`config.mk`:
```
export PLATFORM = sky130hd
export DESIGN_NAME = control_division
export DESIGN_NICKNAME = d
export VERILOG_FILES = /design/src/rtl/div_ctrl_pkg.sv /design/src/rtl/ctrl_timeout.sv /design/src/rtl/control_division.sv
export SDC_FILE = /design/constraint.sdc
export NUM_CORES = 1
export LEC_CHECK = 0
export CORE_ASPECT_RATIO = 1.2
export CORE_UTILIZATION = 63
export DETAILED_ROUTE_END_ITERATION = 10
export DONT_BUFFER_PORTS = 1
export PLACE_DENSITY = 0.79
export SYNTH_ARGS = -nofsm -noshare
export SYNTH_HDL_FRONTEND = slang
export SYNTH_SLANG_ARGS = --single-unit
```
`constraint.sdc`:
```
create_clock -name clk -period 2.4 [get_ports clk]
set_input_delay 0.36 -clock clk [delete_from_list [all_inputs] [get_ports clk]]
set_output_delay 0.36 -clock clk [all_outputs]
set_load 0.1 [all_outputs]
```
`src/rtl/div_ctrl_pkg.sv`:
```
// Shared definitions for the division controller: FSM state encoding,
// display error pattern, default widths and small state-class helpers.
// Optional remainder path is enabled with the macro DIVCTRL_RESTO_EN.
package div_ctrl_pkg;

    localparam int          W_DEFAULT       = 7;
    localparam int          TIMEOUT_DEFAULT = 255;
    localparam int          BCD_W           = 16;
    localparam logic [15:0] ERR_PATTERN     = 16'hEEEE;

    typedef enum logic [3:0] {
        IDLE,
        DIV_START,
        DIV_WAIT,
        BCDQ_START,
        BCDQ_WAIT,
`ifdef DIVCTRL_RESTO_EN
        BCDR_START,
        BCDR_WAIT,
`endif
        SHOW,
        ERR
    } state_e;

    // States that issue a start pulse; the watchdog is cleared here so it
    // starts from zero in the wait state that always follows.
    function automatic logic is_start(input state_e s);
`ifdef DIVCTRL_RESTO_EN
        return (s == DIV_START) || (s == BCDQ_START) || (s == BCDR_START);
`else
        return (s == DIV_START) || (s == BCDQ_START);
`endif
    endfunction

    // States that wait for a done handshake and are guarded by the watchdog.
    function automatic logic is_wait(input state_e s);
`ifdef DIVCTRL_RESTO_EN
        return (s == DIV_WAIT) || (s == BCDQ_WAIT) || (s == BCDR_WAIT);
`else
        return (s == DIV_WAIT) || (s == BCDQ_WAIT);
`endif
    endfunction

endpackage

```
`src/rtl/ctrl_timeout.sv`:
```
// Watchdog for the division controller handshakes. Counts cycles spent in a
// wait state and flags expiry on the TIMEOUT_CYC-th waiting cycle.
module ctrl_timeout #(
    parameter int TIMEOUT_CYC = 255
) (
    input  logic clk,
    input  logic rst,
    input  logic clear,
    input  logic enable,
    output logic expired
);

    localparam int             CW   = (TIMEOUT_CYC < 1) ? 1 : $clog2(TIMEOUT_CYC + 1);
    localparam logic [CW-1:0]  LAST = CW'((TIMEOUT_CYC < 1) ? 0 : TIMEOUT_CYC - 1);

    logic [CW-1:0] cnt_q;
    logic [CW-1:0] cnt_d;

    // Next count: clear wins, otherwise advance while waiting and saturate.
    always_comb begin
        cnt_d = cnt_q;
        if (clear) begin
            cnt_d = '0;
        end else if (enable && (cnt_q != LAST)) begin
            cnt_d = cnt_q + 1'b1;
        end
    end

    // Counter register with asynchronous active-low reset.
    always_ff @(posedge clk or negedge rst) begin
        if (!rst) begin
            cnt_q <= '0;
        end else begin
            cnt_q <= cnt_d;
        end
    end

    // Expiry is evaluated in the last allowed waiting cycle so the FSM can
    // still let a same-cycle done take priority.
    assign expired = enable && (cnt_q == LAST);

endmodule

```
`src/rtl/control_division.sv`:
```
// Division controller: accepts an operand pair, runs an external divider,
// converts the quotient (and optionally the remainder) to BCD through a
// shared converter and presents the result on a registered display word.
// Macro DIVCTRL_RESTO_EN enables the remainder path and ver_resto selection.
module control_division
    import div_ctrl_pkg::*;
#(
    parameter int TIMEOUT_CYC = TIMEOUT_DEFAULT,
    parameter int W           = W_DEFAULT
) (
    input  logic         clk,
    input  logic         rst,
    input  logic         op_valid,
    input  logic [W-1:0] dividendo_in,
    input  logic [W-1:0] divisor_in,
    input  logic         ver_resto,
    output logic         div_start,
    output logic [W-1:0] div_dividendo,
    output logic [W-1:0] div_divisor,
    input  logic         div_done,
    input  logic [W-1:0] div_cociente,
    input  logic [W-1:0] div_resto,
    output logic         bcd_start,
    output logic [W-1:0] bcd_bin,
    input  logic         bcd_done,
    input  logic [15:0]  bcd_digits,
    output logic [15:0]  digito,
    output logic         busy,
    output logic         result_valid,
    output logic         error
);

    state_e         state_q;
    logic [W-1:0]   dvd_q;
    logic [W-1:0]   dvs_q;
    logic [W-1:0]   bin_q;
    logic [15:0]    bcdq_q;
    logic [15:0]    digito_q;
    logic           div_start_q;
    logic           bcd_start_q;
    logic           busy_q;
    logic           valid_q;
    logic           error_q;

`ifdef DIVCTRL_RESTO_EN
    logic [W-1:0]   rem_q;
    logic [15:0]    bcdr_q;
`else
    // Remainder inputs have no consumer in the quotient-only build.
    logic           unused_resto;
    assign unused_resto = ^{ver_resto, div_resto};
`endif

    logic wd_clear;
    logic wd_enable;
    logic wd_expired;

    assign wd_clear  = is_start(state_q);
    assign wd_enable = is_wait(state_q);

    ctrl_timeout #(
        .TIMEOUT_CYC (TIMEOUT_CYC)
    ) u_timeout (
        .clk     (clk),
        .rst     (rst),
        .clear   (wd_clear),
        .enable  (wd_enable),
        .expired (wd_expired)
    );

    // Control FSM; every output is registered alongside the state it belongs to.
    always_ff @(posedge clk or negedge rst) begin
        if (!rst) begin
            state_q     <= IDLE;
            dvd_q       <= '0;
            dvs_q       <= '0;
            bin_q       <= '0;
            bcdq_q      <= '0;
            digito_q    <= '0;
            div_start_q <= 1'b0;
            bcd_start_q <= 1'b0;
            busy_q      <= 1'b0;
            valid_q     <= 1'b0;
            error_q     <= 1'b0;
`ifdef DIVCTRL_RESTO_EN
            rem_q       <= '0;
            bcdr_q      <= '0;
`endif
        end else begin
            // Start strobes are single-cycle unless re-armed below.
            div_start_q <= 1'b0;
            bcd_start_q <= 1'b0;

            case (state_q)
                IDLE, SHOW, ERR: begin
                    if (op_valid) begin
                        dvd_q   <= dividendo_in;
                        dvs_q   <= divisor_in;
                        valid_q <= 1'b0;
                        if (divisor_in == '0) begin
                            state_q  <= ERR;
                            busy_q   <= 1'b0;
                            error_q  <= 1'b1;
                            digito_q <= ERR_PATTERN;
                        end else begin
                            state_q     <= DIV_START;
                            div_start_q <= 1'b1;
                            busy_q      <= 1'b1;
                            error_q     <= 1'b0;
                            digito_q    <= '0;
                        end
                    end else if (state_q == SHOW) begin
`ifdef DIVCTRL_RESTO_EN
                        digito_q <= ver_resto ? bcdr_q : bcdq_q;
`else
                        digito_q <= bcdq_q;
`endif
                    end
                end

                DIV_START: begin
                    state_q <= DIV_WAIT;
                end

                DIV_WAIT: begin
                    if (div_done) begin
                        bin_q       <= div_cociente;
`ifdef DIVCTRL_RESTO_EN
                        rem_q       <= div_resto;
`endif
                        bcd_start_q <= 1'b1;
                        state_q     <= BCDQ_START;
                    end else if (wd_expired) begin
                        state_q  <= ERR;
                        busy_q   <= 1'b0;
                        error_q  <= 1'b1;
                        digito_q <= ERR_PATTERN;
                    end
                end

                BCDQ_START: begin
                    state_q <= BCDQ_WAIT;
                end

                BCDQ_WAIT: begin
                    if (bcd_done) begin
                        bcdq_q <= bcd_digits;
`ifdef DIVCTRL_RESTO_EN
                        bin_q       <= rem_q;
                        bcd_start_q <= 1'b1;
                        state_q     <= BCDR_START;
`else
                        state_q  <= SHOW;
                        busy_q   <= 1'b0;
                        valid_q  <= 1'b1;
                        digito_q <= bcd_digits;
`endif
                    end else if (wd_expired) begin
                        state_q  <= ERR;
                        busy_q   <= 1'b0;
                        error_q  <= 1'b1;
                        digito_q <= ERR_PATTERN;
                    end
                end

`ifdef DIVCTRL_RESTO_EN
                BCDR_START: begin
                    state_q <= BCDR_WAIT;
                end

                BCDR_WAIT: begin
                    if (bcd_done) begin
                        bcdr_q   <= bcd_digits;
                        state_q  <= SHOW;
                        busy_q   <= 1'b0;
                        valid_q  <= 1'b1;
                        digito_q <= ver_resto ? bcd_digits : bcdq_q;
                    end else if (wd_expired) begin
                        state_q  <= ERR;
                        busy_q   <= 1'b0;
                        error_q  <= 1'b1;
                        digito_q <= ERR_PATTERN;
                    end
                end
`endif

                default: begin
                    state_q  <= IDLE;
                    busy_q   <= 1'b0;
                    valid_q  <= 1'b0;
                    error_q  <= 1'b0;
                    digito_q <= '0;
                end
            endcase
        end
    end

    assign div_start     = div_start_q;
    assign div_dividendo = dvd_q;
    assign div_divisor   = dvs_q;
    assign bcd_start     = bcd_start_q;
    assign bcd_bin       = bin_q;
    assign digito        = digito_q;
    assign busy          = busy_q;
    assign result_valid  = valid_q;
    assign error         = error_q;

endmodule

```
# Yosys cells after proc, flatten, opt, wreduce, memory -nomap -nowiden
# Index checks and enable logic that the tools add are counted.
# Widths: inputs -> output; s select.
[word_totals] out_inout_bits=42 word_cells=79 inputBits=50 ff_bits=70
[op_classes] n_addsub=1 n_reduce_logical=17 bitwise=2 n_mux=34 n_eq_ne=13
[ops] cell="$mux 16" n=6
[ops] cell="$pmux 16 s4" n=1
[ops] cell="$pmux 4 s5" n=1
[ops] cell="$mux 1" n=16
[ops] cell="$mux 4" n=4
[ops] cell="$mux 8" n=2
[ops] cell="$eq 4x3->1 const B" n=3
[ops] cell="$reduce_and 3->1" n=3
[ops] cell="$add 8x1->8 const B" n=1
[ops] cell="$eq 4x2->1 const B" n=2
[ops] cell="$eq 8x8->1 const B" n=1
[ops] cell="$ne 2x2->1 const B" n=4
[ops] cell="$ne 8x8->1 const B" n=1
[ops] cell="$pmux 1 s4" n=2
[ops] cell="$logic_not 7->1" n=1
[ops] cell="$reduce_and 2->1" n=3
[ops] cell="$reduce_or 3->1" n=2
[ops] cell="$eq 4x1->1 const B" n=1
[ops] cell="$logic_not 4->1" n=1
[ops] cell="$reduce_and 4->1" n=1
[ops] cell="$mux 3" n=1
[ops] cell="$ne 3x3->1 const B" n=1
[ops] cell="$pmux 1 s3" n=1
[ops] cell="$logic_and 1x1->1" n=2
[ops] cell="other kinds (4)" n=6

# Longest topological paths before layout
[logic_depth] word_depth=6 mapped_depth=8 depth_no_buf=7

# Modules after synthesis
# Synthesis repeated with hierarchy kept, for this count alone.
[unflattened] hier_cells=336 hier_area_um2=3452.1
[by_module_without_submodules] module="control_division" seq_area_each_um2=1551.5 cells_each=289 instances=1 area_per_inst_um2=2946.6
[by_module_without_submodules] module="ctrl_timeout" seq_area_each_um2=200.2 cells_each=47 instances=1 area_per_inst_um2=505.5

# Worst setup path before layout
# No wires, ideal clock.
[synth_timing] path_kind="register to register" from="register u_timeout.cnt_q[0]" to="register digito_q[0], in the netlist digito[0]" required_ns=2.278 path_stages_with_launch=8 path_buffers=0 setup_slack_ns=0.523 t_arrival_ns=1.755 setup_ns=0.122 period_less_slack_ns=1.877 cell_sequence="dfrtp_1 inv_1 ha_1 and4_1 and2_2 and2b_1 a221o_1 a22o_1"
[synth_between] elab_chain_cells=5 elab_cells_between_ends=6 classes_between="eq/ne: 1; mux: 4; reduce/logical: 1"
[synth_rtl] item="start, declared" line_no="ctrl_timeout.sv:16" text="logic [CW-1:0] cnt_q;"
[synth_rtl] item="start signal, assigned" line_no="ctrl_timeout.sv:34" text="cnt_q <= cnt_d;"
[synth_rtl] item="$eq 8x8->1 *" line_no="ctrl_timeout.sv:40" text="assign expired = enable && (cnt_q == LAST);"
[synth_rtl] item="$logic_and 1x1->1 *" line_no="ctrl_timeout.sv:40"
[synth_rtl] item="$mux 16 *"
[synth_rtl] item="$mux 16, on equally long branches"
[synth_rtl] item="$pmux 16 s4 *"
[synth_rtl] item="end signal, assigned" line_no="control_division.sv:116" text="digito_q <= bcdq_q;"
[synth_rtl] item="end signal, assigned" line_no="control_division.sv:156" text="digito_q <= bcd_digits;"
[synth_rtl] item="end, declared" line_no="control_division.sv:38" text="logic [15:0] digito_q;"
# Every way passes the cells marked *; elsewhere a longest branch is shown, timed or not. The select of a mux whose other input is x is not followed.
# A chain may end at the register's enable or synchronous reset.

# Worst setup path in the final report
[layout_timing] from="register state_q[1]" to="register dvs_q[6], in the netlist div_divisor[6]"
[layout_between] elab_chain_cells=3 elab_cells_between_ends=5 classes_between="eq/ne: 2; reduce/logical: 3"
[layout_rtl] item="start, declared" line_no="control_division.sv:33" text="state_e state_q;"
[layout_rtl] item="start signal, assigned" line_no="control_division.sv:74" text="state_q <= IDLE;"
[layout_rtl] item="start signal, assigned" line_no="control_division.sv:101" text="state_q <= ERR;"
[layout_rtl] item="start signal, assigned" line_no="control_division.sv:106" text="state_q <= DIV_START;"
[layout_rtl] item="$eq 4x3->1 / $logic_not 4->1 (equally long branches)" line_no="control_division.sv:94" text="case (state_q)"
[layout_rtl] item="$reduce_or 3->1 *" line_no="control_division.sv:94"
[layout_rtl] item="$reduce_and 2->1 (no source line) *"
[layout_rtl] item="end signal, assigned" line_no="control_division.sv:98" text="dvs_q <= divisor_in;"
[layout_rtl] item="end, declared" line_no="control_division.sv:35" text="logic [W-1:0] dvs_q;"
# Every way passes the cells marked *; elsewhere a longest branch is shown, timed or not.

==> run summary <==
Critical R2R Launch -> state_q[1]
Final hold slack -> 0.1174 ns
Core footprint -> 5261 um2
Worst Hold Class -> in2reg
Largest net degree at the start of global routing -> 71
Hold Buf Count CTS -> 2
Clock Tree Root -> clkbuf_8
Yosys top cell by area -> dfrtp_1
Setup TNS -> 0 ns
# Max-Cap Violations -> 0
Flops & latches, synth -> 70
Skew final -> 0.007420 ns
Post-synth EDFFs -> 0
WL/cell -> 17.58 um
Clock latency on the worst-skew pair -> 0.35 ns
Worst-margin pin slew -> 0.9435 ns
PD cells -> 1117 nW/um2
I/O Buffers -> 0
Total Wirelength -> 7.383 mm
Area grow syn2layout -> 11.92%
Final #Nets -> 405
Cells on worst reg2reg path -> 5
Post-Syn Nets -> 385
Async SR Flop Fraction -> 1.000
Drc violations -> 0
Yosys top cell area share -> 0.5134
Fin. max-slew vios -> 0
Tcrit/Tclk final -> 0.8582
Outcome -> finished clean
Chip height -> 82.62 um
First-pass GRT wire length -> 11.96 mm
First DRT Iteration DRCs -> 115
DIE WIDTH -> 69.18 um
CTS clk-pin slew, worst paths -> 0.08 ns
CP required -> 2.63 ns
Initial Util -> 0.6485
Vias in the first global route -> 2573
Post-DP HPWL -> 4.907 mm
Antenna violations before repair -> 0
Min-Delay Endpoint -> bcd_bin[2]
CTS tree -> yes
H-tree depth -> 3
Crit path DAT -> 2.29 ns
Most frequent cells in the layout -> dfrtp_1 (70), nand2_1 (68), nor2_1 (29)
CTS max path bufs -> 2
Num ports -> 92
WHS Path Cells -> 2
Crit-path max cell delay -> 0.56 ns
Critical Path End Type -> flip-flop
Share of cells above drive strength 1 -> 0.1899
Final Hold Violating Endpoints -> 0
Netlist cell types -> 55
Seq/Total Area, Yosys -> 0.5134
Leak -> 1.847 nW
Clock sinks -> 70
Vias/cell -> 6.174
Die area -> 5715 um2
Crit path max-delay cell type -> dfrtp_1
Dpl cells -> 402
Reg-to-reg endpoint -> div_divisor[6]
Worst slack at placement -> 0.3749 ns
Worst Setup Start Kind -> flip-flop
Worst Slack Setup Final -> 0.3404 ns
Drt pass-1 iters -> 4
CTS Buf Count -> 9
Critical-path maximum fanout -> 16
Gr ovfl total -> 0
# rows -> 29
Post-Syn Area -> 3412 um2
GRT Total Usage -> 0.2717
R2R Setup Slk -> 0.34 ns
YS warnings -> 0
# diodes -> 0
Placer Congestion -> 0.7978
Unrepaired setup endpoints after global routing -> no
Main synth FF type -> dfrtp_1
Avg Inst Size Synth -> 10.25 um2
Worst setup path class -> reg2reg
Commonest non-fill, non-tap cell in the layout -> dfrtp_1
Synthesized instance count -> 333
CP Cell Sequence -> and4bb_2 -> a31oi_4 -> or2_1 -> buf_4 -> mux2_2
Finish-stage setup viols -> 0
Final antenna-violating net count -> 0
Final core occ -> 0.7258
Synth top area cells -> dfrtp_1 (51%), nand2_1 (7.5%), a22o_1 (4.4%)
Resized cells post-CTS -> 0
Post-CTS Setup Bufs -> 0
Vias -> 2593
Slew headroom -> 0.3710
Fmax -> 0.4855 GHz
Final std cells w/o fill -> 420
Peak VDD IR -> 0.9056 mV
Hold path startpoint -> div_cociente[2]
Final min period -> 2.060 ns
==> final cells by class <==
type	count	area (um2)
inverters	4	15.01
well taps	62	77.57
clock inverters	5	81.33
fillers	380	1443
repair buffers	27	225.2
flip-flops and latches	70	1752
clock buffers	11	141.4
multi-input cells	241	1526
==> logic make-up after synthesis <==
kind of cell    synth area share
compound gates            0.1764
xor+xnor                 0.01797
fa+ha+maj               0.007333
buf+inv                  0.03923
flops                     0.5134
mux                      0.06124
other cells             0.001099
simple gates              0.1834
==> synthesized netlist by cell type (2+ instances only) <==
cell type / n
buf_4: 2
mux2_2: 7
nor2b_1: 3
dfrtp_1: 70
a221o_1: 4
buf_2: 9
nor2_1: 29
mux2_4: 8
a21oi_1: 8
nand3_1: 3
ha_1: 2
a21o_1: 2
xnor2_1: 2
and2_1: 3
a211oi_1: 2
and3_1: 4
nand4_1: 4
or3b_1: 2
o211ai_1: 13
a21o_2: 2
a21oi_2: 2
buf_6: 2
nor3_1: 4
a31oi_1: 2
a22o_1: 17
nand2_1: 68
xor2_1: 5
o21ai_0: 19
clkbuf_1: 3
inv_1: 3
nand2b_1: 5
==> layer usage <==
metal | track usage | vias up | share of wire
met4 | 0.1592 | 0 | 0.021
met3 | 0.07282 | 17 | 0.070
met1 | 0.3317 | 1274 | 0.41
met2 | 0.4408 | 96 | 0.50
li1 | - | 1206 | -
met5 | 0 | - | 0
==> state kept, by name, summed over array words and instances (netlist names) <==
signal and cells:
bcd_bin 7, bcd_start 1, bcdq_q 16, busy 1, digito 16, div_dividendo 7, div_divisor 7, div_start 1
error 1, result_valid 1, state_q 4, u_timeout.cnt_q 8
==> how the worst max path moves through the flow <==
stage	startpoint	to	slack (ns)	depth (start not counted)
2_1_floorplan	u_timeout.cnt_q[0]	digito[0]	0.52	7
3_3_place_gp	state_q[1]	div_divisor[1]	0.40	5
3_5_place_dp	state_q[1]	div_divisor[6]	0.37	5
4_1_cts	state_q[1]	div_divisor[6]	0.36	5
5_1_grt	state_q[1]	div_divisor[6]	0.24	5
6_report	state_q[1]	div_divisor[6]	0.34	5
==> power by group <==
part	internal [mW]	switching (mW)	total, mW	leakage, nW
logic	0.300	0.438	0.737	0.812
registers	1.38	1.09	2.46	0.925
clock network	0.616	0.450	1.07	0.110
total	2.29	1.97	4.27	1.85
==> metrics by stage <==
| stage | power (mW) | instance area (um2) |
|---|---|---|
| after floorplan | 3.056 | 3412 |
| after global placement | 3.161 | 3558 |
| after detailed placement | 3.195 | 3558 |
| after CTS | 4.293 | 3819 |
| after global routing | 4.439 | 3819 |
| final | 4.267 | 3819 |
==> worst max-delay path, delay by kind of cell, from the launching register on <==
family          cells  cell delay (ns)
buf+inv             1             0.25
mux                 1             0.37
compound gates      1             0.27
simple gates        2             0.50
flops               1             0.56
Power figures use the tool's default switching activity.
